==> src/rtl/regfile_write_arbiter.sv <==
// regfile_write_arbiter
//   Shares the register file's single write port between the pipeline
//   writeback stage and the multi-cycle mul/div unit. Mul/div results are
//   buffered in a DEPTH-entry FIFO; the pipeline has priority. A 32-bit
//   pending scoreboard tracks registers whose mul/div result has not yet
//   been written, so decode can stall on Rs/Rt.
//
//   Optional build macro WB_STARVE_GUARD_EN: when defined, a starve counter
//   forces the FIFO head through after STARVE_LIMIT consecutive lost
//   arbitrations and raises wb_stall for that cycle. Undefined: strict
//   pipeline priority and wb_stall tied 0.
//
// Ports
//   clk, rst                        clock, asynchronous active-high reset
//   wb_we/wb_addr/wb_data           pipeline writeback request
//   wb_stall                        pipeline write refused this cycle
//   md_issue/md_issue_addr          mul/div op issued (marks dest pending)
//   md_valid/md_addr/md_data        mul/div result, handshake with md_ready
//   md_ready                        FIFO has room
//   rs_addr/rt_addr                 decode source registers
//   rs_busy/rt_busy                 source has a pending mul/div write
//   rf_we/rf_addr/rf_data           registered register-file write port
module regfile_write_arbiter #(
  parameter int WIDTH        = 32,
  parameter int DEPTH        = 4,
  parameter int STARVE_LIMIT = 8
) (
  input  logic             clk,
  input  logic             rst,
  input  logic             wb_we,
  input  logic [4:0]       wb_addr,
  input  logic [WIDTH-1:0] wb_data,
  output logic             wb_stall,
  input  logic             md_issue,
  input  logic [4:0]       md_issue_addr,
  input  logic             md_valid,
  output logic             md_ready,
  input  logic [4:0]       md_addr,
  input  logic [WIDTH-1:0] md_data,
  input  logic [4:0]       rs_addr,
  input  logic [4:0]       rt_addr,
  output logic             rs_busy,
  output logic             rt_busy,
  output logic             rf_we,
  output logic [4:0]       rf_addr,
  output logic [WIDTH-1:0] rf_data
);

  localparam int PTR_W = (DEPTH > 1) ? $clog2(DEPTH) : 1;
  localparam int CNT_W = PTR_W + 1;

  // Reject illegal configurations at elaboration.
  if (DEPTH < 2 || (DEPTH & (DEPTH - 1)) != 0 || STARVE_LIMIT < 1) begin : g_bad_param
    $error("regfile_write_arbiter: DEPTH must be a power of 2 >= 2, STARVE_LIMIT >= 1");
  end

  // FIFO storage (no reset needed: validity is tracked by count_q)
  logic [4:0]       fifo_addr_q [DEPTH];
  logic [WIDTH-1:0] fifo_data_q [DEPTH];

  logic [PTR_W-1:0] wr_ptr_q, wr_ptr_d;
  logic [PTR_W-1:0] rd_ptr_q, rd_ptr_d;
  logic [CNT_W-1:0] count_q, count_d;
  logic [31:0]      sb_q, sb_d;
  logic             rf_we_q, rf_we_d;
  logic [4:0]       rf_addr_q, rf_addr_d;
  logic [WIDTH-1:0] rf_data_q, rf_data_d;

  logic             pipe_req;
  logic             fifo_nonempty;
  logic             push;
  logic             pop;
  logic             pipe_grant;
  logic             force_fifo;
  logic [4:0]       head_addr;
  logic [WIDTH-1:0] head_data;

`ifdef WB_STARVE_GUARD_EN
  localparam int SC_W = $clog2(STARVE_LIMIT + 1);
  logic [SC_W-1:0] starve_cnt_q, starve_cnt_d;
  logic            wb_stall_q, wb_stall_d;

  // The registered stall marks the cycle in which the FIFO head is forced.
  assign force_fifo = wb_stall_q && fifo_nonempty;
  assign wb_stall   = wb_stall_q;
`else
  assign force_fifo = 1'b0;
  assign wb_stall   = 1'b0;
`endif

  assign head_addr = fifo_addr_q[rd_ptr_q];
  assign head_data = fifo_data_q[rd_ptr_q];

  always_comb begin
    // Register 0 is hardwired: writes to it are not requests.
    pipe_req      = wb_we && (wb_addr != 5'd0);
    fifo_nonempty = (count_q != '0);
    // Ready comes from the registered count only; no pass-through when full.
    md_ready      = (count_q != CNT_W'(DEPTH));
    // Results to r0 complete the handshake but are dropped.
    push          = md_valid && md_ready && (md_addr != 5'd0);
    pipe_grant    = pipe_req && !force_fifo;
    pop           = fifo_nonempty && !pipe_grant;

    wr_ptr_d = push ? wr_ptr_q + PTR_W'(1) : wr_ptr_q;
    rd_ptr_d = pop  ? rd_ptr_q + PTR_W'(1) : rd_ptr_q;
    count_d  = count_q + CNT_W'(push) - CNT_W'(pop);

    // Clear on grant first so a same-cycle issue to that register wins.
    sb_d = sb_q;
    if (pop) sb_d[head_addr] = 1'b0;
    if (md_issue && (md_issue_addr != 5'd0)) sb_d[md_issue_addr] = 1'b1;

    rf_we_d   = pipe_grant || pop;
    rf_addr_d = rf_addr_q;
    rf_data_d = rf_data_q;
    if (pipe_grant) begin
      rf_addr_d = wb_addr;
      rf_data_d = wb_data;
    end else if (pop) begin
      rf_addr_d = head_addr;
      rf_data_d = head_data;
    end

    rs_busy = (rs_addr != 5'd0) && sb_q[rs_addr];
    rt_busy = (rt_addr != 5'd0) && sb_q[rt_addr];
  end

  always_ff @(posedge clk) begin
    if (push) begin
      fifo_addr_q[wr_ptr_q] <= md_addr;
      fifo_data_q[wr_ptr_q] <= md_data;
    end
  end

  always_ff @(posedge clk or posedge rst) begin
    if (rst) begin
      wr_ptr_q  <= '0;
      rd_ptr_q  <= '0;
      count_q   <= '0;
      sb_q      <= '0;
      rf_we_q   <= 1'b0;
      rf_addr_q <= '0;
      rf_data_q <= '0;
    end else begin
      wr_ptr_q  <= wr_ptr_d;
      rd_ptr_q  <= rd_ptr_d;
      count_q   <= count_d;
      sb_q      <= sb_d;
      rf_we_q   <= rf_we_d;
      rf_addr_q <= rf_addr_d;
      rf_data_q <= rf_data_d;
    end
  end

`ifdef WB_STARVE_GUARD_EN
  always_comb begin
    // Count cycles the FIFO waits behind the pipeline; any FIFO win or an
    // empty FIFO restarts the count.
    if (fifo_nonempty && pipe_grant) starve_cnt_d = starve_cnt_q + SC_W'(1);
    else                             starve_cnt_d = '0;
    wb_stall_d = (starve_cnt_d == SC_W'(STARVE_LIMIT));
  end

  always_ff @(posedge clk or posedge rst) begin
    if (rst) begin
      starve_cnt_q <= '0;
      wb_stall_q   <= 1'b0;
    end else begin
      starve_cnt_q <= starve_cnt_d;
      wb_stall_q   <= wb_stall_d;
    end
  end
`endif

  assign rf_we   = rf_we_q;
  assign rf_addr = rf_addr_q;
  assign rf_data = rf_data_q;

endmodule

==> config.mk <==
export PLATFORM = sky130hd
export DESIGN_NAME = regfile_write_arbiter
export DESIGN_NICKNAME = d
export VERILOG_FILES = /design/src/rtl/regfile_write_arbiter.sv
export SDC_FILE = /design/constraint.sdc
export NUM_CORES = 1
export LEC_CHECK = 0
export ABC_AREA = 1
export CAP_MARGIN = 25
export CORE_UTILIZATION = 30
export DETAILED_ROUTE_END_ITERATION = 8
export GPL_TIMING_DRIVEN = 0
export PLACE_DENSITY = 0.56
export REMOVE_ABC_BUFFERS = 1
export SETUP_SLACK_MARGIN = 0.2
export SYNTH_ARGS = -nofsm -noshare
export SYNTH_HDL_FRONTEND = slang
export SYNTH_SLANG_ARGS = --single-unit
==> constraint.sdc <==
create_clock -name clk -period 5.1 [get_ports clk]
set_clock_uncertainty 0.2 [all_clocks]
set_input_delay 0.765 -clock clk [delete_from_list [all_inputs] [get_ports clk]]
set_output_delay 0.765 -clock clk [all_outputs]
set_load 0.01 [all_outputs]
==> results of run 1 <==
==> power by group through the flow <==
| stage | clock network (uW) | logic [uW] | registers (uW) |
|---|---|---|---|
| after floorplan | 0 | 1290 | 2860 |
| after global placement | 0 | 2220 | 2920 |
| after detailed placement | 0 | 2350 | 2860 |
| after CTS | 1930 | 2370 | 2830 |
| after global routing | 2000 | 2620 | 2890 |
| final | 1880 | 2320 | 2830 |
==> kinds of logic (layout without fill, tap and decap cells) <==
family,after synthesis,after routing,share of synthesized area (%)
xor+xnor,4,4,0.3478
buf+inv,121,266,5.364
compound gates,120,120,6.258
simple gates,582,582,23.82
flops,225,225,63.23
fa+ha+maj,7,7,0.9437
other cells,1,2,0.03722
==> cell usage after synthesis, drive strengths merged <==
master  count
o22ai      15
a21oi      36
fa          1
clkinv      4
clkbuf      8
buf        36
o21ai      64
inv        73
nor3       11
nand3      79
dfrtp      77
xor2        2
ha          6
o211ai      2
conb        1
nand2     403
edfxtp    148
a31oi       2
xnor2       2
nor2       89
o221ai      1
==> through the flow <==
stage	cell area, sq um	hold slack [ps]
3_5_place_dp	11900	259.2
4_1_cts	12770	273.6
3_3_place_gp	11720	255.8
2_1_floorplan	9827	241.2
5_1_grt	12770	291.0
6_report	12780	271.8
==> routing by layer <==
layer  wire length, um  track usage (%)  up-vias
met1             11660            20.10     3615
li1                  -                -     3741
met4               413            3.901        2
met2             12510            26.22      184
met5                11                0        -
met3              1615            3.755       40
==> registers in the layout, summed over array words and instances, names as in the netlist <==
name and cells:
rf_addr 5, fifo_data_q 128, rf_data 32, rf_we 1, count_q 3, wr_ptr_q 2, rd_ptr_q 2, sb_q 32
fifo_addr_q 20
==> worst max-delay path by stage <==
stage | endpoint | slack (ps) | cells after the start
after floorplan | fifo_addr_q[0][0]$_DFFE_PP_ | 1810 | 4
after global routing | rs_busy | 320 | 12
after CTS | rs_busy | 540 | 12
final | rs_busy | 520 | 12
after global placement | fifo_data_q[1][8]$_DFFE_PP_ | -530 | 5
after detailed placement | rs_busy | 520 | 12
==> critical path, cell delays in order <==
cell and delay, ps:
clkdlybuf4s50_1 910, clkinv_1 670, nand2_1 230, nand3_1 90, nand2_1 100, nand2_1 50
nand2_1 60, inv_1 30, nand2_1 60, nand2_1 40, nand2_1 60, clkdlybuf4s50_1 530
==> final cells by class <==
cell class              count  area, sq um
fillers                  3222        20010
clock inverters            17        202.7
diodes                      1        2.502
inverters                  77        294.0
multi-input cells         714         3194
well taps                 442        553.0
repair buffers            141         1484
flip-flops and latches    225         6376
clock buffers              31        669.4
==> results.md, run 1 <==
- Largest net degree at the start of global routing: 80
- # Post-CTS Setup Buffers: 0
- Rows: 66
- Area contributors post-synth: edfxtp_1, dfrtp_1, nand2_1, nand3_1, nor2_1
- Post-synthesis sequential area ratio: 63.23%
- Clk buf depth: 3
- Most common cell after layout, fill and taps aside: nand2_1
- Post-synth top area cell: edfxtp_1
- Post-synthesis sequential element count: 225
- Root Buffer: clkbuf_16
- Placed wire-length estimate: 16.64 mm
- Worst-Margin Slew: 1067 ps
- Setup slack after placement: 520.5 ps
- Power Dens Cells: 549.7 mW/mm^2
- RSZ-0062 raised after global routing: false
- Final Cycle Share: 89.71%
- # setup viols final: 0
- Final Wtd Congestion: 0.8697
- CTS HTree Levels: 1
- Total Nets Final: 1286
- Die boundary width: 185.3 um
- Vias in the first global route: 7463
- Port Buffer Count: 134
- Setup TNS: 0 ps
- Leak pwr: 0.005179 uW
- CP Data Required Time: 4140 ps
- R2r setup slk: 2090 ps
- Reg2reg path depth: 9
- Clock-pin slew on the worst setup and hold paths: 60 ps
- Latest clock arrival within the worst-skew pair: 530 ps
- Via count: 7582
- Fraction of layout cells with a size suffix above 1: 6.805%
- Initial core utilization: 30.73%
- Number of CTS-inserted buffers: 26
- Final core occ: 38.97%
- DRC: 0
- Top cell type's share of synthesized area: 44.11%
- Post-Route WL: 26.21 mm
- Initial antenna violation count: 3
- CTS Hold Bufs: 0
- Routed length per instance: 15.90 um
- FF-to-FF Start: rd_ptr_q[0]$_DFFE_PP0N_
- Mapped Cells: 1060
- CTS tree: built
- HP Class: reg -> reg
- I/O pin cnt: 136
- Routed Antenna Nets: 0
- Internal: 4526 uW
- Combinational Power Share: 33.0%
- Final WS setup: 524.5 ps
- Worst VDD drop: 0.0002473 V
- Switching part of the total: 35.55%
- Worst Min Path Start: sb_q[10]$_DFF_PP0_
- Crit path max fanout: 17
- Crit path capture type: primary output
- Relative slew margins: 28.31%
- Total power draw: 7023 uW
- Synth warn: 0
- Hold Crit Endpoint: sb_q[10]$_DFF_PP0_
- Min cycle time layout: 4575 ps
- Die H: 185.3 um
- Syn_area_per_cell: 9.506 sq um
- Final hold vios: 0
- CP Launch Type: input pin
- Worst hold stages: 2
- Psw: 2496 uW
- Via-to-Cell Ratio: 4.601
- Total grt overflow: 0
- Status: completed
- Fin. max-slew vios: 0
- 1st-pass router iterations: 6
- Detailed Route Iter0 Violations: 480
- # resized after CTS: 0
- Gr usage total: 15.62%
- CP startpoint: rs_addr[0]
- R2R Path End: sb_q[28]$_DFF_PP0_
- Crit path DAT: 3610 ps
- Yosys cell types: 33
- Placed Cells: 1599
- F_max: 218.6 MHz
- Clock sink count: 225
- Clock power share: 26.7%
- Core Area: 0.03278 sq mm
- Max-cap violations: 0
- Syn Std Cell Area: 0.01008 sq mm
- Non-filler cells, final: 1648
- Die Outline Area: 0.03432 sq mm
- CP Class: in -> out
- Area grow syn2layout: 26.80%
- Sequential power share: 40.3%
- First-pass GRT wire length: 41.34 mm
- Commonest cells after routing, fill and taps aside: nand2_1, edfxtp_1, clkdlybuf4s50_1
No activity file was read; power rests on OpenSTA's default activity.
==> run 2, diff against run 1 <==
--- a/config.mk
+++ b/config.mk
@@ -11,6 +11,7 @@
 export DETAILED_ROUTE_END_ITERATION = 8
 export GPL_TIMING_DRIVEN = 0
 export PLACE_DENSITY = 0.56
+export RECOVER_POWER = 50
 export REMOVE_ABC_BUFFERS = 1
 export SETUP_SLACK_MARGIN = 0.2
 export SYNTH_ARGS = -nofsm -noshare
==> results.md, run 2 (same netlist as run 1, synthesis figures left out) <==
- Switching part of the total: 35.74%
- Die H: 185.3 um
- Failing checks: max-capacitance violations, max-slew violations
- Combinational Power Share: 32.7%
- Initial antenna violation count: 6
- Area grow syn2layout: 26.86%
- # setup viols final: 0
- I/O pin cnt: 136
- Setup TNS: 0 ps
- Post-Route WL: 26.28 mm
- Crit path DAT: 3610 ps
- First-pass GRT wire length: 41.34 mm
- Initial core utilization: 30.73%
- Worst VDD drop: 0.0002464 V
- Crit path max fanout: 17
- Via-to-Cell Ratio: 4.595
- Core Area: 0.03278 sq mm
- # resized after CTS: 0
- Gr usage total: 15.62%
- Clock-pin slew on the worst setup and hold paths: 60 ps
- CTS Hold Bufs: 0
- Latest clock arrival within the worst-skew pair: 530 ps
- 1st-pass router iterations: 5
- Final Cycle Share: 89.74%
- Min cycle time layout: 4577 ps
- RSZ-0062 raised after global routing: false
- F_max: 218.5 MHz
- Routed Antenna Nets: 0
- Final hold vios: 0
- Relative slew margins: -4.228%
- Final Wtd Congestion: 0.8697
- Most common cell after layout, fill and taps aside: nand2_1
- Max reg flops: 128
- CP Data Required Time: 4140 ps
- Port Buffer Count: 134
- Die boundary width: 185.3 um
- Clock power share: 26.9%
- Crit path capture type: primary output
- # Post-CTS Setup Buffers: 0
- CTS tree: built
- Number of CTS-inserted buffers: 26
- Total grt overflow: 0
- Clock sink count: 225
- Total power draw: 6998 uW
- Max-cap violations: 1
- Top reg by flops: fifo_data_q
- Sequential power share: 40.4%
- Worst-Margin Slew: 1555 ps
- Commonest cells after routing, fill and taps aside: nand2_1, edfxtp_1, clkdlybuf4s50_1
- Power Dens Cells: 547.5 mW/mm^2
- Detailed Route Iter0 Violations: 503
- Fin. max-slew vios: 30
- Largest net degree at the start of global routing: 80
- Die Outline Area: 0.03432 sq mm
- Status: finished with violations
- Internal: 4496 uW
- Vias in the first global route: 7463
- Clk buf depth: 3
- Hold_ws: 271.8 ps
- Final WS setup: 523.2 ps
- DRC: 0
- Placed wire-length estimate: 16.64 mm
- CP Launch Type: input pin
- HP Class: reg -> reg
- Rows: 66
- Fraction of layout cells with a size suffix above 1: 6.805%
- Routed length per instance: 15.92 um
- Root Buffer: clkbuf_16
- CP Class: in -> out
- CTS HTree Levels: 1
- Leak pwr: 0.005195 uW
- Total Nets Final: 1286
- Via count: 7587
- Setup slack after placement: 520.5 ps
- Psw: 2501 uW
## run 2: area by class of cell
cell class,count,area (sq um)
fill,3222,20000
sequential,225,6376
multi-input combinational,714,3194
timing repair buffer,141,1484
clock buffer,31,669.4
tap,442,553.0
inverter,77,292.8
clock inverter,17,202.7
antenna,4,10.01
## run 2: path summary, 6_finish.rpt
check	slack [ps]	cells past startpoint	endpoint	from
max	520	12	rs_busy	rs_addr[0]
min	270	2	sb_q[10]$_DFF_PP0_	sb_q[10]$_DFF_PP0_
max reg2reg	2090	9	sb_q[28]$_DFF_PP0_	rd_ptr_q[0]$_DFFE_PP0N_
min reg2reg	270	2	sb_q[10]$_DFF_PP0_	sb_q[10]$_DFF_PP0_
max in group asynchronous	2970	3	rd_ptr_q[0]$_DFFE_PP0N_	rst
min in group asynchronous	860	2	rf_data[2]$_DFFE_PP0P_	rst
## run 2: worst max-delay path, stage by stage
cell and delay [ps]:
clkdlybuf4s50_1 910, clkinv_1 670, nand2_1 230, nand3_1 90, nand2_1 100, nand2_1 50, nand2_1 60, inv_1 30
nand2_1 60, nand2_1 40, nand2_1 60, clkdlybuf4s50_1 530
## run 2: metal layers
layer / global-route usage, % / up-vias / routed length (um)
met5: 0 / - / 22
met4: 3.901 / 4 / 367
met3: 3.755 / 39 / 1646
met2: 26.22 / 187 / 12540
met1: 20.10 / 3610 / 11700
li1: - / 3747 / -
## run 2: power by group through the flow
stage,clock (uW),combinational (uW),sequential [uW]
5_1_grt,2000,2590,2890
6_report,1880,2290,2820
3_5_place_dp,0,2350,2860
3_3_place_gp,0,2220,2920
4_1_cts,1930,2370,2830
2_1_floorplan,0,1290,2860
## run 2: metrics by stage
step | cell area (sq um) | cells | utilization, %
after floorplan | 9827 | 1016 | -
after global placement | 11720 | 1592 | 35.75
after detailed placement | 11900 | 1599 | 36.30
after CTS | 12770 | 1647 | 38.96
after global routing | 12770 | 1648 | 38.97
final | 12780 | 1651 | 38.99
==> run 3, diff against run 2 <==
--- a/config.mk
+++ b/config.mk
@@ -7,10 +7,10 @@
 export LEC_CHECK = 0
 export ABC_AREA = 1
 export CAP_MARGIN = 25
-export CORE_UTILIZATION = 30
+export CORE_UTILIZATION = 25
 export DETAILED_ROUTE_END_ITERATION = 8
 export GPL_TIMING_DRIVEN = 0
-export PLACE_DENSITY = 0.56
+export PLACE_DENSITY = 0.5
 export RECOVER_POWER = 50
 export REMOVE_ABC_BUFFERS = 1
 export SETUP_SLACK_MARGIN = 0.2
==> results.md, run 3 (same netlist as run 1, synthesis figures left out) <==
- Initial antenna violation count: 8
- Die H: 202.8 um
- CTS Hold Bufs: 0
- Post-Route WL: 27.58 mm
- Total grt overflow: 0
- Root Buffer: clkbuf_16
- FF-to-FF Start: rd_ptr_q[0]$_DFFE_PP0N_
- Fraction of layout cells with a size suffix above 1: 6.971%
- Via-to-Cell Ratio: 4.414
- Latest clock arrival within the worst-skew pair: 560 ps
- DRC: 0
- Placed wire-length estimate: 17.71 mm
- Status: finished with violations
- Crit path capture type: primary output
- Worst-Margin Slew: 1664 ps
- Met3 Use GR: 3.194%
- Leak pwr: 0.005234 uW
- RSZ-0062 raised after global routing: false
- Total Nets Final: 1286
- Worst VDD drop: 0.0002918 V
- Commonest cells after routing, fill and taps aside: nand2_1, edfxtp_1, clkdlybuf4s50_1
- # resized after CTS: 0
- Number of CTS-inserted buffers: 26
- Clock-pin slew on the worst setup and hold paths: 50 ps
- First-pass GRT wire length: 43.77 mm
- I/O pin cnt: 136
- Initial core utilization: 25.36%
- Relative slew margins: -11.54%
- Power Dens Cells: 552.6 mW/mm^2
- CP Launch Type: input pin
- Failing checks: max-capacitance violations, max-slew violations
- # setup viols final: 0
- Die boundary width: 202.8 um
- Non-filler cells, final: 1733
- Clock sink count: 225
- Met2 usage: 22.47%
- Detailed Route Iter0 Violations: 390
- Gr usage total: 13.68%
- Final Cycle Share: 89.59%
- Fin. max-slew vios: 31
- Crit path max fanout: 17
- CP Data Required Time: 4140 ps
- HP Class: reg -> reg
- Clk buf depth: 3
- Routed length per instance: 15.92 um
- Placed Cells: 1682
- Die Outline Area: 0.04111 sq mm
- Routed Antenna Nets: 0
- Largest net degree at the start of global routing: 80
- GRT met1 Usage: 18.21%
- Area grow syn2layout: 28.49%
- Max reg flops: 128
- 1st-pass router iterations: 5
- CTS HTree Levels: 1
- Port Buffer Count: 134
- CTS tree: built
- CP startpoint: rt_addr[0]
- CP Class: in -> out
- Min cycle time layout: 4569 ps
- Final Wtd Congestion: 0.8324
- Max-cap violations: 1
- Crit path DAT: 3600 ps
- Final core occ: 32.58%
- Rows: 73
- Via count: 7650
- # Post-CTS Setup Buffers: 0
- F_max: 218.9 MHz
- Most common cell after layout, fill and taps aside: nand2_1
- Grt peak-use layer: met2
- Core Area: 0.03973 sq mm
- Top reg by flops: fifo_data_q
- Final hold vios: 0
- Worst Min Path Start: sb_q[20]$_DFF_PP0_
- Vias in the first global route: 7567
## run 3: cell types whose count changed in the layout (fill, tap and decap cells not counted), sizes merged
cell / before / now
clkbuf: 31 / 35
clkinv: 14 / 11
diode: 4 / 3
bufinv: 4 / 5
clkinvlp: 4 / 1
inv: 72 / 73
## run 3: cell type report
type | instances | area, sq um
clock buffers | 35 | 724.4
clock inverters | 13 | 215.2
fillers | 4079 | 26790
well taps | 525 | 656.9
repair buffers | 141 | 1474
flip-flops and latches | 225 | 6376
inverters | 77 | 292.8
diodes | 3 | 7.507
multi-input cells | 714 | 3199
## run 3: worst paths after layout
kind | to | slack, ps | cells after the start
setup / recovery | rt_busy | 530 | 12
hold / removal | sb_q[20]$_DFF_PP0_ | 270 | 2
setup reg to reg | sb_q[2]$_DFF_PP0_ | 2060 | 9
hold reg to reg | sb_q[20]$_DFF_PP0_ | 270 | 2
max in group asynchronous | rd_ptr_q[1]$_DFFE_PP0N_ | 2950 | 3
min in group asynchronous | rf_data[7]$_DFFE_PP0P_ | 870 | 2
## run 3: critical path, stage by stage
cell and delay (ps):
clkdlybuf4s50_1 930, clkinv_1 670, nand2_1 220, nand3_1 80
nand2_1 80, nand2_1 60, nand2_1 60, inv_1 30
nand2_1 50, nand2_1 40, nand2_1 60, clkdlybuf4s50_1 530
## run 3: metrics by stage
stage                     setup WS (ps)  total power, uW  TNS [ps]  hold slack, ps  cell area, sq um
after floorplan                    1805             4151         0           241.2              9827
after global placement           -634.7             5188    -85080           254.8             11830
after detailed placement          543.0             5250         0           257.8             12000
after CTS                         533.9             7292         0           271.8             12940
after global routing              281.7             7651         0           291.2             12940
final                             530.8             7154         0           265.8             12950
## run 3: power breakdown
| part | internal, uW | switching (uW) |
|---|---|---|
| Combinational | 852 | 1450 |
| Clock | 1250 | 765 |
| Sequential | 2500 | 336 |
## run 3: per-layer routing
| layer | share of wire [%] | up-vias | routed length, um |
|---|---|---|---|
| met1 | 46 | 3626 | 12730 |
| met2 | 46 | 219 | 12580 |
| met3 | 6.0 | 47 | 1647 |
| met5 | 0.14 | - | 38 |
| met4 | 2.1 | 8 | 593 |
| li1 | - | 3750 | - |
